### src/rtl/stopwatch_ctrl.sv
`default_nettype none
// ============================================================================
// Module   : stopwatch_ctrl
// Summary  : stopwatch control FSM with lap buffer, lap recall and long-press clear
// Revision : 1.0
// ============================================================================
module stopwatch_ctrl #(
  parameter int LAP_DEPTH   = 8,
  parameter int LAP_AW      = 3,
  parameter bit WRAP        = 1'b1,
  parameter int HOLD_CYCLES = 50_000_000
) (
  input  logic              clock,
  input  logic              reset,
  input  logic              btn_start,
  input  logic              btn_lap,
  input  logic              btn_reset,
  input  logic              btn_clear,
  input  logic              lcd_busy,
  input  logic              reg_busy,
  output logic [3:0]        state,
  output logic              count_en,
  output logic              count_clr,
  output logic              lap_wr,
  output logic [LAP_AW-1:0] lap_addr,
  output logic [LAP_AW:0]   lap_count,
  output logic              lcd_req
);

  localparam int                  c_HOLD_W   = $clog2(HOLD_CYCLES + 1);
  localparam logic [c_HOLD_W-1:0] c_HOLD_MAX = c_HOLD_W'(HOLD_CYCLES);
  localparam logic [c_HOLD_W-1:0] c_HOLD_ONE = c_HOLD_W'(1);
  localparam logic [LAP_AW:0]     c_FULL     = (LAP_AW + 1)'(LAP_DEPTH);
  localparam logic [LAP_AW:0]     c_CNT_ONE  = (LAP_AW + 1)'(1);
  localparam logic [LAP_AW-1:0]   c_PTR_ONE  = LAP_AW'(1);

  typedef enum logic [3:0] {
    S_IDLE        = 4'd0,
    S_START_WAIT  = 4'd1,
    S_RUN         = 4'd2,
    S_PAUSE_WAIT  = 4'd3,
    S_PAUSE       = 4'd4,
    S_LAP_WAIT    = 4'd5,
    S_LAP_SAVE    = 4'd6,
    S_RESET_WAIT  = 4'd7,
    S_RESET       = 4'd8,
    S_CLEAR_WAIT  = 4'd9,
    S_CLEAR       = 4'd10,
    S_RECALL_WAIT = 4'd11
  } state_t;

  state_t              r_state;
  logic [LAP_AW-1:0]   r_wr_ptr;
  logic [LAP_AW-1:0]   r_rd_ptr;
  logic [LAP_AW-1:0]   r_save_addr;
  logic [LAP_AW:0]     r_lap_count;
  logic [c_HOLD_W-1:0] r_hold_cnt;
  logic                r_hold_flag;
  logic                r_first;
  logic                r_discard;
  logic                r_step;
  logic                r_lap_wr;
  logic                r_lcd_req;

  logic                w_full;
  logic                w_save_ok;
  logic [LAP_AW-1:0]   w_newest;
  logic [LAP_AW-1:0]   w_oldest;
  logic [LAP_AW-1:0]   w_rd_prev;
  logic                w_enter_clear;

  assign w_full    = (r_lap_count == c_FULL);
  assign w_save_ok = !w_full || WRAP;
  assign w_newest  = r_wr_ptr - c_PTR_ONE;
  // Oldest valid slot; when full the low bits of the count are zero, so it lands on wr_ptr.
  assign w_oldest  = r_wr_ptr - r_lap_count[LAP_AW-1:0];
  assign w_rd_prev = (r_rd_ptr == w_oldest) ? w_newest : (r_rd_ptr - c_PTR_ONE);

  assign w_enter_clear = ((r_state == S_CLEAR_WAIT) && !btn_clear) ||
                         ((r_state == S_RESET_WAIT) && !btn_reset && r_hold_flag);

  assign state     = r_state;
  assign count_en  = (r_state == S_RUN) || (r_state == S_LAP_WAIT) || (r_state == S_LAP_SAVE);
  assign count_clr = (r_state == S_RESET);
  assign lap_addr  = (r_state == S_LAP_SAVE) ? r_save_addr : r_rd_ptr;
  assign lap_wr    = r_lap_wr;
  assign lap_count = r_lap_count;
  assign lcd_req   = r_lcd_req;

  always_ff @(posedge clock) begin
    if (reset) begin
      r_state     <= S_RESET;
      r_wr_ptr    <= '0;
      r_rd_ptr    <= '0;
      r_save_addr <= '0;
      r_lap_count <= '0;
      r_hold_cnt  <= '0;
      r_hold_flag <= 1'b0;
      r_first     <= 1'b0;
      r_discard   <= 1'b0;
      r_step      <= 1'b0;
      r_lap_wr    <= 1'b0;
      r_lcd_req   <= 1'b0;
    end else begin
      r_lap_wr  <= 1'b0;
      r_lcd_req <= 1'b0;
      r_step    <= 1'b0;

      // A recall shows the current slot first, then steps back to the next older lap.
      if (r_step) begin
        r_rd_ptr <= w_rd_prev;
      end

      case (r_state)
        S_IDLE: begin
          if (btn_clear) begin
            r_state <= S_CLEAR_WAIT;
          end else if (btn_start) begin
            r_state <= S_START_WAIT;
          end
        end
        S_START_WAIT: begin
          if (!btn_start) begin
            r_state <= S_RUN;
          end
        end
        S_RUN: begin
          if (btn_lap) begin
            r_state <= S_LAP_WAIT;
          end else if (btn_start) begin
            r_state <= S_PAUSE_WAIT;
          end
        end
        S_PAUSE_WAIT: begin
          if (!btn_start) begin
            r_state  <= S_PAUSE;
            r_rd_ptr <= w_newest;
          end
        end
        S_PAUSE: begin
          if (btn_reset) begin
            r_state <= S_RESET_WAIT;
          end else if (btn_start) begin
            r_state <= S_START_WAIT;
          end else if (btn_lap) begin
            r_state <= S_RECALL_WAIT;
          end
        end
        S_LAP_WAIT: begin
          if (!btn_lap) begin
            r_state     <= S_LAP_SAVE;
            r_first     <= 1'b1;
            r_save_addr <= r_wr_ptr;
            r_discard   <= !w_save_ok;
            if (w_save_ok) begin
              r_lap_wr  <= 1'b1;
              r_lcd_req <= 1'b1;
              r_wr_ptr  <= r_wr_ptr + c_PTR_ONE;
              if (!w_full) begin
                r_lap_count <= r_lap_count + c_CNT_ONE;
              end
            end
          end
        end
        S_LAP_SAVE: begin
          r_first <= 1'b0;
          if (r_first) begin
            if (r_discard) begin
              r_state <= S_RUN;
            end
          end else if (!lcd_busy) begin
            r_state <= S_RUN;
          end
        end
        S_RECALL_WAIT: begin
          if (!btn_lap) begin
            r_state <= S_PAUSE;
            if (r_lap_count != '0) begin
              r_lcd_req <= 1'b1;
              r_step    <= 1'b1;
            end
          end
        end
        S_RESET_WAIT: begin
          if (btn_reset) begin
            if (r_hold_cnt != c_HOLD_MAX) begin
              r_hold_cnt <= r_hold_cnt + c_HOLD_ONE;
            end
            if (r_hold_cnt == c_HOLD_MAX - c_HOLD_ONE) begin
              r_hold_flag <= 1'b1;
            end
          end else begin
            r_hold_cnt  <= '0;
            r_hold_flag <= 1'b0;
            if (!r_hold_flag) begin
              r_state <= S_RESET;
            end
          end
        end
        S_CLEAR_WAIT: begin
          // Entry into CLEAR is handled below, shared with the long-press path.
        end
        S_CLEAR: begin
          r_first <= 1'b0;
          if (!r_first && !lcd_busy) begin
            r_state <= S_RESET;
          end
        end
        S_RESET: begin
          if (!reg_busy) begin
            r_state <= S_IDLE;
          end
        end
        default: begin
          r_state <= S_RESET;
        end
      endcase

      if (w_enter_clear) begin
        r_state     <= S_CLEAR;
        r_first     <= 1'b1;
        r_wr_ptr    <= '0;
        r_rd_ptr    <= '0;
        r_lap_count <= '0;
        r_lcd_req   <= 1'b1;
      end
    end
  end

endmodule
`default_nettype wire

### config.mk
export PLATFORM = sky130hd
export DESIGN_NAME = stopwatch_ctrl
export DESIGN_NICKNAME = d
export VERILOG_FILES = /design/src/rtl/stopwatch_ctrl.sv
export SDC_FILE = /design/constraint.sdc
export NUM_CORES = 1
export LEC_CHECK = 0
export CAP_MARGIN = 15
export CORE_MARGIN = 10
export CORE_UTILIZATION = 62
export CTS_BUF_LIST = sky130_fd_sc_hd__clkbuf_8
export DETAILED_ROUTE_END_ITERATION = 6
export GPL_ROUTABILITY_DRIVEN = 0
export PLACE_DENSITY = 0.88
export SKIP_CTS_REPAIR_TIMING = 1
export SYNTH_ARGS = -nofsm -noshare
export SYNTH_HDL_FRONTEND = slang
export SYNTH_SLANG_ARGS = --single-unit
### constraint.sdc
create_clock -name clock -period 6.8 [get_ports clock]
set_clock_uncertainty 0.1 [all_clocks]
set_input_delay 1.7 -clock clock [delete_from_list [all_inputs] [get_ports clock]]
set_output_delay 1.7 -clock clock [all_outputs]
set_load 0.02 [all_outputs]
; After elaboration in Yosys (flattened, before gate mapping)
; Index checks and enable logic that the tools add are counted.
[word_totals]
word_cells = 128
inputBits = 8
output_inout_bits = 15
register_bits = 48
[op_classes]
muxes = 36
n_bitwise = 5
reduce_logical = 25
n_eq_ne = 44
n_addsub = 6
[ops]
columns = op, n
row1 = 4-bit two-way mux, 17
row2 = 26-bit two-way mux, 2
row3 = 4-bit case mux with 12 select lines, 1
row4 = "3-bit != test, second input constant", 11
row5 = 14-bit AND reduction, 2
row6 = "26-bit by 1-bit adder with 26-bit output, second input constant", 1
row7 = "26-bit == test, second input constant", 1
row8 = "26-bit != test, second input constant", 1
row9 = "4-bit == test, second input constant", 5
row10 = "2-bit != test, second input constant", 10
row11 = "4-bit by 3-bit == test with 1-bit output, second input constant", 4
row12 = "4-bit != test, second input constant", 4
row13 = 3-bit two-way mux, 5
row14 = "4-bit by 2-bit == test with 1-bit output, second input constant", 2
row15 = 1-bit two-way mux, 8
row16 = 2-bit AND reduction, 4
row17 = 2-bit OR reduction, 4
row18 = "3-bit by 1-bit subtractor with 3-bit output, second input constant", 2
row19 = "5-bit != test, second input constant", 1
row20 = 1-bit NOT, 5
row21 = "4-bit by 1-bit adder with 4-bit output, second input constant", 1
row22 = "4-bit by 1-bit == test with 1-bit output, second input constant", 1
row23 = 1-bit logical AND, 4
row24 = 1-bit logical NOT, 4
row25 = other kinds (12), 16

; Depth between registers and ports, before layout
; Gate-level depths: netlist of run 1.
[logic_depth]
depth_word = 6
depth_mapped = 9
mapped_depth_nobuf = 8

; Worst setup path before layout of run 1
; No wires, ideal clock.
[synth_timing]
path_type = register to output
from = register r_state[2] (netlist: state[2])
to = output lap_addr[2]
path_slack_ns = 3.374
required_ns = 5.000
arrival_ns = 1.626
stages_incl_launch_ff = 5
path_buffers = 1
path_cell_list = dfxtp_1 > buf_2 > inv_1 > nor3_1 > mux2_2
[synth_between]
elab_chain_len = 2
[synth_rtl]
columns = element, line_no
row1 = from (decl), 52  ; state_t r_state;
row2 = from (signal assigned), 92  ; r_state <= S_RESET;
row3 = from (signal assigned), 117  ; r_state <= S_CLEAR_WAIT;
row4 = from (signal assigned), 119  ; r_state <= S_START_WAIT;
row5 = 4-bit by 3-bit == test with 1-bit output, 85  ; assign lap_addr = (r_state == S_LAP_SAVE) ? r_save_addr : r_rd_ptr;
row6 = 3-bit two-way mux, 85
row7 = to (decl), 25  ; output logic [LAP_AW-1:0] lap_addr,
; Every way passes these cells.

; Worst setup path after layout of run 1
[layout_timing]
from = register r_state[1] (netlist: state[1])
to = output lap_addr[2]
; Same word-level chain as after synthesis.

==> metrics.csv, run 1 <==
stage,metric,value,unit
synth,Synth Area in Compound Gates,14.1,%
final_layout,"commonest non-fill, non-tap cell in the layout",dfxtp_1,
timing,unrepaired setup endpoints after global routing,false,
placement,Inst Count DP,403,
setup_path,"Slowest-stage cell, CP",dfxtp_1,
synth,Yosys reg bits,48,
setup_path,Critical Path RT,5.00,ns
global_routing,vias in the first global route,2346,
timing,Final Setup Violations,0,
timing,Tightest Pin Transition,0.839,ns
setup_path,crit end category,primary output,
global_routing,pin count of the biggest net entering global routing,27,
routing,DR WL/cell,15.6,um
power_and_ir_drop,Sw Pwr,228,uW
floorplanning,die height,87.5,um
final_layout,share of post-route cells with drive strength above 1,6.69,%
synth,"Primary FF master, synth",dfxtp_1,
synth,mux cell area share after synthesis,2.92,%
routing,routed wire length,6400,um
final_layout,Finished Layout Cells,411,
global_routing,initial antenna violation count,0,
power_and_ir_drop,Max VDD drop,0.000165,V
cts,CTS tree,done,
synth,Mapped Cells,349,
timing,final hold violations,0,
cts,Clock Pin Slew Worst Setup and Hold Paths,0.10,ns
power_and_ir_drop,Switching Share,32.5,%
placement,Place WS,2.63,ns
worst_hold_path,Worst Hold Depth,2,
setup_path,WS Path Type,reg -> out,
floorplanning,Ports,23,
setup_path,worst path cell trace,nand2b_1 > nor3_1 > mux2_2 > clkdlybuf4s50_1,
global_routing,gr ovfl total,0,
setup_path,Bufs and invs on worst path,1,
synth,"EDFF count, synth",0,
final_layout,synthesis-to-layout area growth,10.8,%
setup_path,delay of the slowest critical-path stage,0.79,ns
setup_path,CP Data Arrival Time,2.70,ns
power_and_ir_drop,Seq pwr share,47.3,%
synth,Yosys Warn Count,0,
timing,worst setup margin,2.30,ns
timing,Worst slew margin,44.1,%
routing,routed vias,2524,
synth,"FFs w/ async S/R, synth",0,%
synth,syn nets,366,
floorplanning,DIE WIDTH,87.5,um
floorplanning,die footprint,7650,sq um
cts,worst skew pair latency,0.30,ns
power_and_ir_drop,Gate power share,23.4,%
power_and_ir_drop,Int Power,473,uW
timing,Final min period,4.50,ns
global_routing,Total GRT Usage,16.8,%
timing,Final Max Slew Viols,0,
setup_path,stages on the worst setup path,4,
placement,IO buf count,22,
setup_path,Top Family by Delay on Critical Path,flip-flops,
final_layout,antenna diode count,0,
setup_path,R2R cell count,4,
synth,Synth cell types,60,
cts,CTS H-tree depth,2,
floorplanning,Initial Utilization,64.4,%
routing,DR pass1 iterations,4,
placement,DP HPWL,4530,um
worst_hold_path,HP Class,reg -> reg,
setup_path,Setup crit start kind,flip-flop,
routing,vias per cell,6.14,
synth,Synth Cell Area,2820,sq um
power_and_ir_drop,PD cells,224,nW/um^2
cts,Num Clock Sinks,48,
synth,Adder-Cell Fraction of Synth Area,4.25,%
flow_run,max_cap viols,0,
routing,Post-DRT Antenna Nets,0,
routing,Residual DRC,0,
floorplanning,floorplan core area,4380,sq um
final_layout,fin util,71.3,%
setup_path,crit path max fanout,24,
cts,Clock Tree Buf Depth,2,
cts,root buffer cell,clkbuf_8,
power_and_ir_drop,Static Leakage,0.00102,uW
synth,register area share after synthesis,34.0,%
timing,Max Fclk,0.222,GHz
timing,final worst path period share,66.2,%
routing,DRT iter0 DRCs,118,
global_routing,first-pass GRT wire length,10800,um
cts,Num CTS Buffers,5,
status,run status,completed,
floorplanning,Site Rows,24,
synth,Syn Area/Cell,8.09,sq um
synth,largest family of logic cells by synthesized area,simple AND/OR/NAND/NOR gates,
final_layout,"commonest cells after routing, fill and taps aside","dfxtp_1 (48), nor2_1 (37), nand2_1 (22), clkdlybuf4s50_1 (22), xnor2_1 (19)",
final_layout,nets,375,
power_and_ir_drop,Clk pwr share,29.4,%
synth,Synth Area in XOR/XNOR,7.75,%
synth,post-synthesis simple-gate area fraction,31.1,%
timing,sum of negative setup slack,0,ns
registers in the layout (all words and copies together) (netlist names):
register and count:
lap_count 4, lap_wr 1, lcd_req 1, r_first 1
r_hold_cnt 26, r_hold_flag 1, r_rd_ptr 3, r_save_addr 3
r_step 1, r_wr_ptr 3, state 4
cells in the mapped netlist (all sizes together) (9+ instances only):
cell type   n  area, sq um
or3        13         82.6
clkbuf      9         33.8
nand3      14         70.1
xnor2      19          166
nor2       37          139
nand2      22         82.6
buf        12         66.3
nand4      14         93.8
nor4       11         75.1
nor3       16         85.1
inv        16         60.1
dfxtp      48          961
a21oi      18         90.1
o21ai      19         95.1
cell type report:
class | count | area (sq um)
multi-input cells | 263 | 1700
fillers | 338 | 1260
flip-flops and latches | 48 | 961
repair buffers | 23 | 228
clock buffers | 5 | 68.8
well taps | 52 | 65.1
inverters | 17 | 63.8
clock inverters | 3 | 42.5
cells by family (layout without fill, tap and decap cells):
| family | Yosys count | in the layout |
|---|---|---|
| compound gates | 64 | 64 |
| mux | 8 | 8 |
| xor+xnor | 25 | 25 |
| fa+ha+maj | 9 | 9 |
| buf+inv | 38 | 48 |
| simple gates | 157 | 157 |
| flops | 48 | 48 |
routing by layer:
layer  up-vias  track usage (%)  routed length (um)
met4         0             5.94                  91
met1      1178             20.4                2850
met2        61             28.0                3120
met5         -                0                   0
li1       1277                -                   -
met3         8             3.84                 339
worst paths after layout:
path / slack [ns] / startpoint / end
worst max register to register: 4.09 / state[1] / r_hold_cnt[17]
worst min-delay path: 0.41 / r_hold_flag / r_hold_flag
worst max-delay path: 2.30 / state[1] / lap_addr[2]
worst min register to register: 0.41 / r_hold_flag / r_hold_flag
worst register-to-register path, delay by kind of cell (launching register included):
kind,cells,cell delay [ns]
AOI/OAI and AO/OA,3,1.12
and+or+nand+nor,1,0.62
DFF,1,0.79
power by group through the flow:
stage	Combinational (uW)	Sequential, uW	Clock [uW]
finish	164	331	206
global route	178	336	223
CTS	163	330	211
detailed placement	162	336	0
global placement	160	336	0
floorplan	133	314	0
stage by stage:
step	cell area [sq um]	hold WS, ns	total power [uW]
floorplan	2820	0.346	448
global placement	3020	0.376	496
detailed placement	3020	0.389	497
CTS	3130	0.405	703
global route	3130	0.428	737
finish	3130	0.410	701
Note: power is estimated with default switching activity, not from simulation.
==> run 2, diff against run 1 <==
--- a/config.mk
+++ b/config.mk
@@ -7,11 +7,11 @@
 export LEC_CHECK = 0
 export CAP_MARGIN = 15
 export CORE_MARGIN = 10
-export CORE_UTILIZATION = 62
+export CORE_UTILIZATION = 60
 export CTS_BUF_LIST = sky130_fd_sc_hd__clkbuf_8
 export DETAILED_ROUTE_END_ITERATION = 6
 export GPL_ROUTABILITY_DRIVEN = 0
-export PLACE_DENSITY = 0.88
+export PLACE_DENSITY = 0.86
 export SKIP_CTS_REPAIR_TIMING = 1
 export SYNTH_ARGS = -nofsm -noshare
 export SYNTH_HDL_FRONTEND = slang
==> constraint.sdc (replaced) <==
create_clock -name clock -period 4.67 [get_ports clock]
set_clock_uncertainty 0.1 [all_clocks]
set_input_delay 1.1675 -clock clock [delete_from_list [all_inputs] [get_ports clock]]
set_output_delay 1.1675 -clock clock [all_outputs]
set_load 0.02 [all_outputs]
==> metrics.csv, run 2 (synthesis results as in run 1) <==
stage,metric,value,unit,change
status,run status,completed,,
placement,IO buf count,22,,unchanged
routing,routed wire length,6550,um,+2.4%
floorplanning,die height,88.6,um,+1.3%
setup_path,crit end category,primary output,,
setup_path,stages on the worst setup path,4,,unchanged
routing,vias per cell,6.27,,+2.1%
cts,worst skew pair latency,0.31,ns,about the same
power_and_ir_drop,Switching Share,32.6,%,+0.14 points
worst_hold_path,hold_sp,r_hold_flag,,
routing,routed vias,2577,,+2.1%
setup_path,worst path cell trace,nand2b_1 > nor3_1 > mux2_2 > clkdlybuf4s50_1,,
timing,final worst path period share,83.7,%,
setup_path,Critical Path RT,3.40,ns,-1.60 ns
final_layout,share of post-route cells with drive strength above 1,6.69,%,unchanged
timing,Final Max Slew Viols,0,,unchanged
timing,Final Setup Violations,0,,unchanged
power_and_ir_drop,Int Power,689,uW,+46%
final_layout,fillcell total,345,,+2.1%
routing,Residual DRC,0,,unchanged
setup_path,worst reg2reg setup slack,1.92,ns,-2.17 ns
setup_path,R2R cell count,4,,unchanged
final_layout,Biggest register,r_hold_cnt,,
setup_path,Top Family by Delay on Critical Path,flip-flops,,
floorplanning,die footprint,7850,sq um,+2.6%
global_routing,Total GRT Usage,17.5,%,+0.73 points
cts,Num Clock Sinks,48,,unchanged
timing,final hold violations,0,,unchanged
setup_path,Setup crit start kind,flip-flop,,
timing,Worst slew margin,43.7,%,-0.37 points
setup_path,Bufs and invs on worst path,1,,unchanged
final_layout,max reg flops,26,,unchanged
worst_hold_path,Hold Path End,r_hold_flag,,
timing,Max Fclk,0.256,GHz,
final_layout,"commonest non-fill, non-tap cell in the layout",dfxtp_1,,
cts,CTS tree,done,,
timing,unrepaired setup endpoints after global routing,false,,
cts,Clock Pin Slew Worst Setup and Hold Paths,0.09,ns,about the same
worst_hold_path,HP Class,reg -> reg,,
cts,Num CTS Buffers,5,,unchanged
timing,sum of negative setup slack,0,ns,unchanged
global_routing,vias in the first global route,2391,,+1.9%
routing,DR WL/cell,15.9,um,+2.4%
cts,CTS H-tree depth,2,,unchanged
cts,Clock Tree Buf Depth,2,,unchanged
final_layout,Finished Layout Cells,411,,unchanged
placement,DP HPWL,4610,um,+1.7%
setup_path,crit path max fanout,24,,unchanged
routing,DRT iter0 DRCs,158,,+34%
worst_hold_path,Worst Hold Depth,2,,unchanged
timing,Final min period,3.91,ns,
global_routing,gr ovfl total,0,,unchanged
floorplanning,Ports,23,,unchanged
floorplanning,floorplan core area,4440,sq um,+1.4%
power_and_ir_drop,Seq pwr share,47.4,%,about the same
final_layout,antenna diode count,0,,unchanged
global_routing,initial antenna violation count,0,,unchanged
power_and_ir_drop,Max VDD drop,0.000302,V,+84%
setup_path,"Slowest-stage cell, CP",dfxtp_1,,
power_and_ir_drop,Clk pwr share,29.3,%,about the same
power_and_ir_drop,Sw Pwr,333,uW,+47%
final_layout,Multi-input gate area,1700,sq um,unchanged
setup_path,delay of the slowest critical-path stage,0.80,ns,about the same
final_layout,nets,375,,unchanged
power_and_ir_drop,PD cells,327,nW/um^2,+46%
final_layout,"commonest cells after routing, fill and taps aside","dfxtp_1 (48), nor2_1 (37), nand2_1 (22), clkdlybuf4s50_1 (22), xnor2_1 (19)",,
setup_path,WS Path Type,reg -> out,,
timing,smallest hold slack,0.390,ns,-0.0203 ns
placement,Inst Count DP,403,,unchanged
setup_path,RR Endpoint,r_hold_cnt[17],,
power_and_ir_drop,Gate power share,23.3,%,about the same
routing,Post-DRT Antenna Nets,0,,unchanged
power_and_ir_drop,Static Leakage,0.00102,uW,unchanged
final_layout,synthesis-to-layout area growth,10.8,%,unchanged
setup_path,reg2reg start,state[1],,
global_routing,pin count of the biggest net entering global routing,27,,unchanged
flow_run,max_cap viols,0,,unchanged
global_routing,first-pass GRT wire length,11100,um,+2.5%
final_layout,Reg area,961,sq um,unchanged
setup_path,CP Data Arrival Time,2.64,ns,-0.06 ns
routing,DR pass1 iterations,4,,unchanged
cts,root buffer cell,clkbuf_8,,
floorplanning,Initial Utilization,63.5,%,-0.87 points
floorplanning,Site Rows,24,,unchanged
floorplanning,DIE WIDTH,88.6,um,+1.3%
timing,Tightest Pin Transition,0.845,ns,+0.00555 ns
-- run 2: worst max path at each step --
stage	startpoint	slack [ns]	end
detailed placement	state[1]	1.13	lap_addr[2]
CTS	state[1]	0.79	lap_addr[2]
global placement	state[1]	1.21	lap_addr[2]
global route	state[1]	0.60	lap_addr[2]
finish	state[1]	0.76	lap_addr[2]
floorplan	state[2]	1.78	lap_addr[2]
-- run 2: final cells by class --
type	instances	share of cell area (%)
well taps	52	2.08
inverters	17	2.04
flip-flops and latches	48	30.7
clock inverters	3	1.36
repair buffers	23	7.28
clock buffers	5	2.20
multi-input cells	263	54.3
-- run 2: power by group through the flow --
stage / Combinational [uW] / Clock, uW / Sequential (uW)
2_1_floorplan: 194 / 0 / 458
3_3_place_gp: 234 / 0 / 489
3_5_place_dp: 234 / 0 / 492
4_1_cts: 237 / 302 / 483
5_1_grt: 259 / 320 / 490
6_report: 238 / 300 / 485
-- run 2: per-layer routing --
| layer | vias to the layer above | global-route usage (%) | part of all wire (%) | wire, um |
|---|---|---|---|---|
| met1 | 1200 | 22.8 | 46 | 3030 |
| met5 | - | 0 | 0 | 0 |
| li1 | 1283 | - | - | - |
| met2 | 82 | 27.3 | 45 | 2980 |
| met3 | 12 | 3.58 | 6.5 | 425 |
| met4 | 0 | 7.78 | 1.7 | 111 |
-- run 2: tightest hold or removal path, cell delays in order, from the launching register on --
cell,delay (ns)
dfxtp_1,0.32
inv_1,0.07
a21oi_1,0.06
-- run 2: stage by stage --
stage | area [sq um] | setup slack, ns | power (uW) | utilization [%]
2_1_floorplan | 2820 | 1.78 | 652 | -
3_3_place_gp | 3020 | 1.21 | 723 | 67.9
3_5_place_dp | 3020 | 1.13 | 726 | 67.9
4_1_cts | 3130 | 0.786 | 1020 | 70.4
5_1_grt | 3130 | 0.595 | 1070 | 70.4
6_report | 3130 | 0.759 | 1020 | 70.4
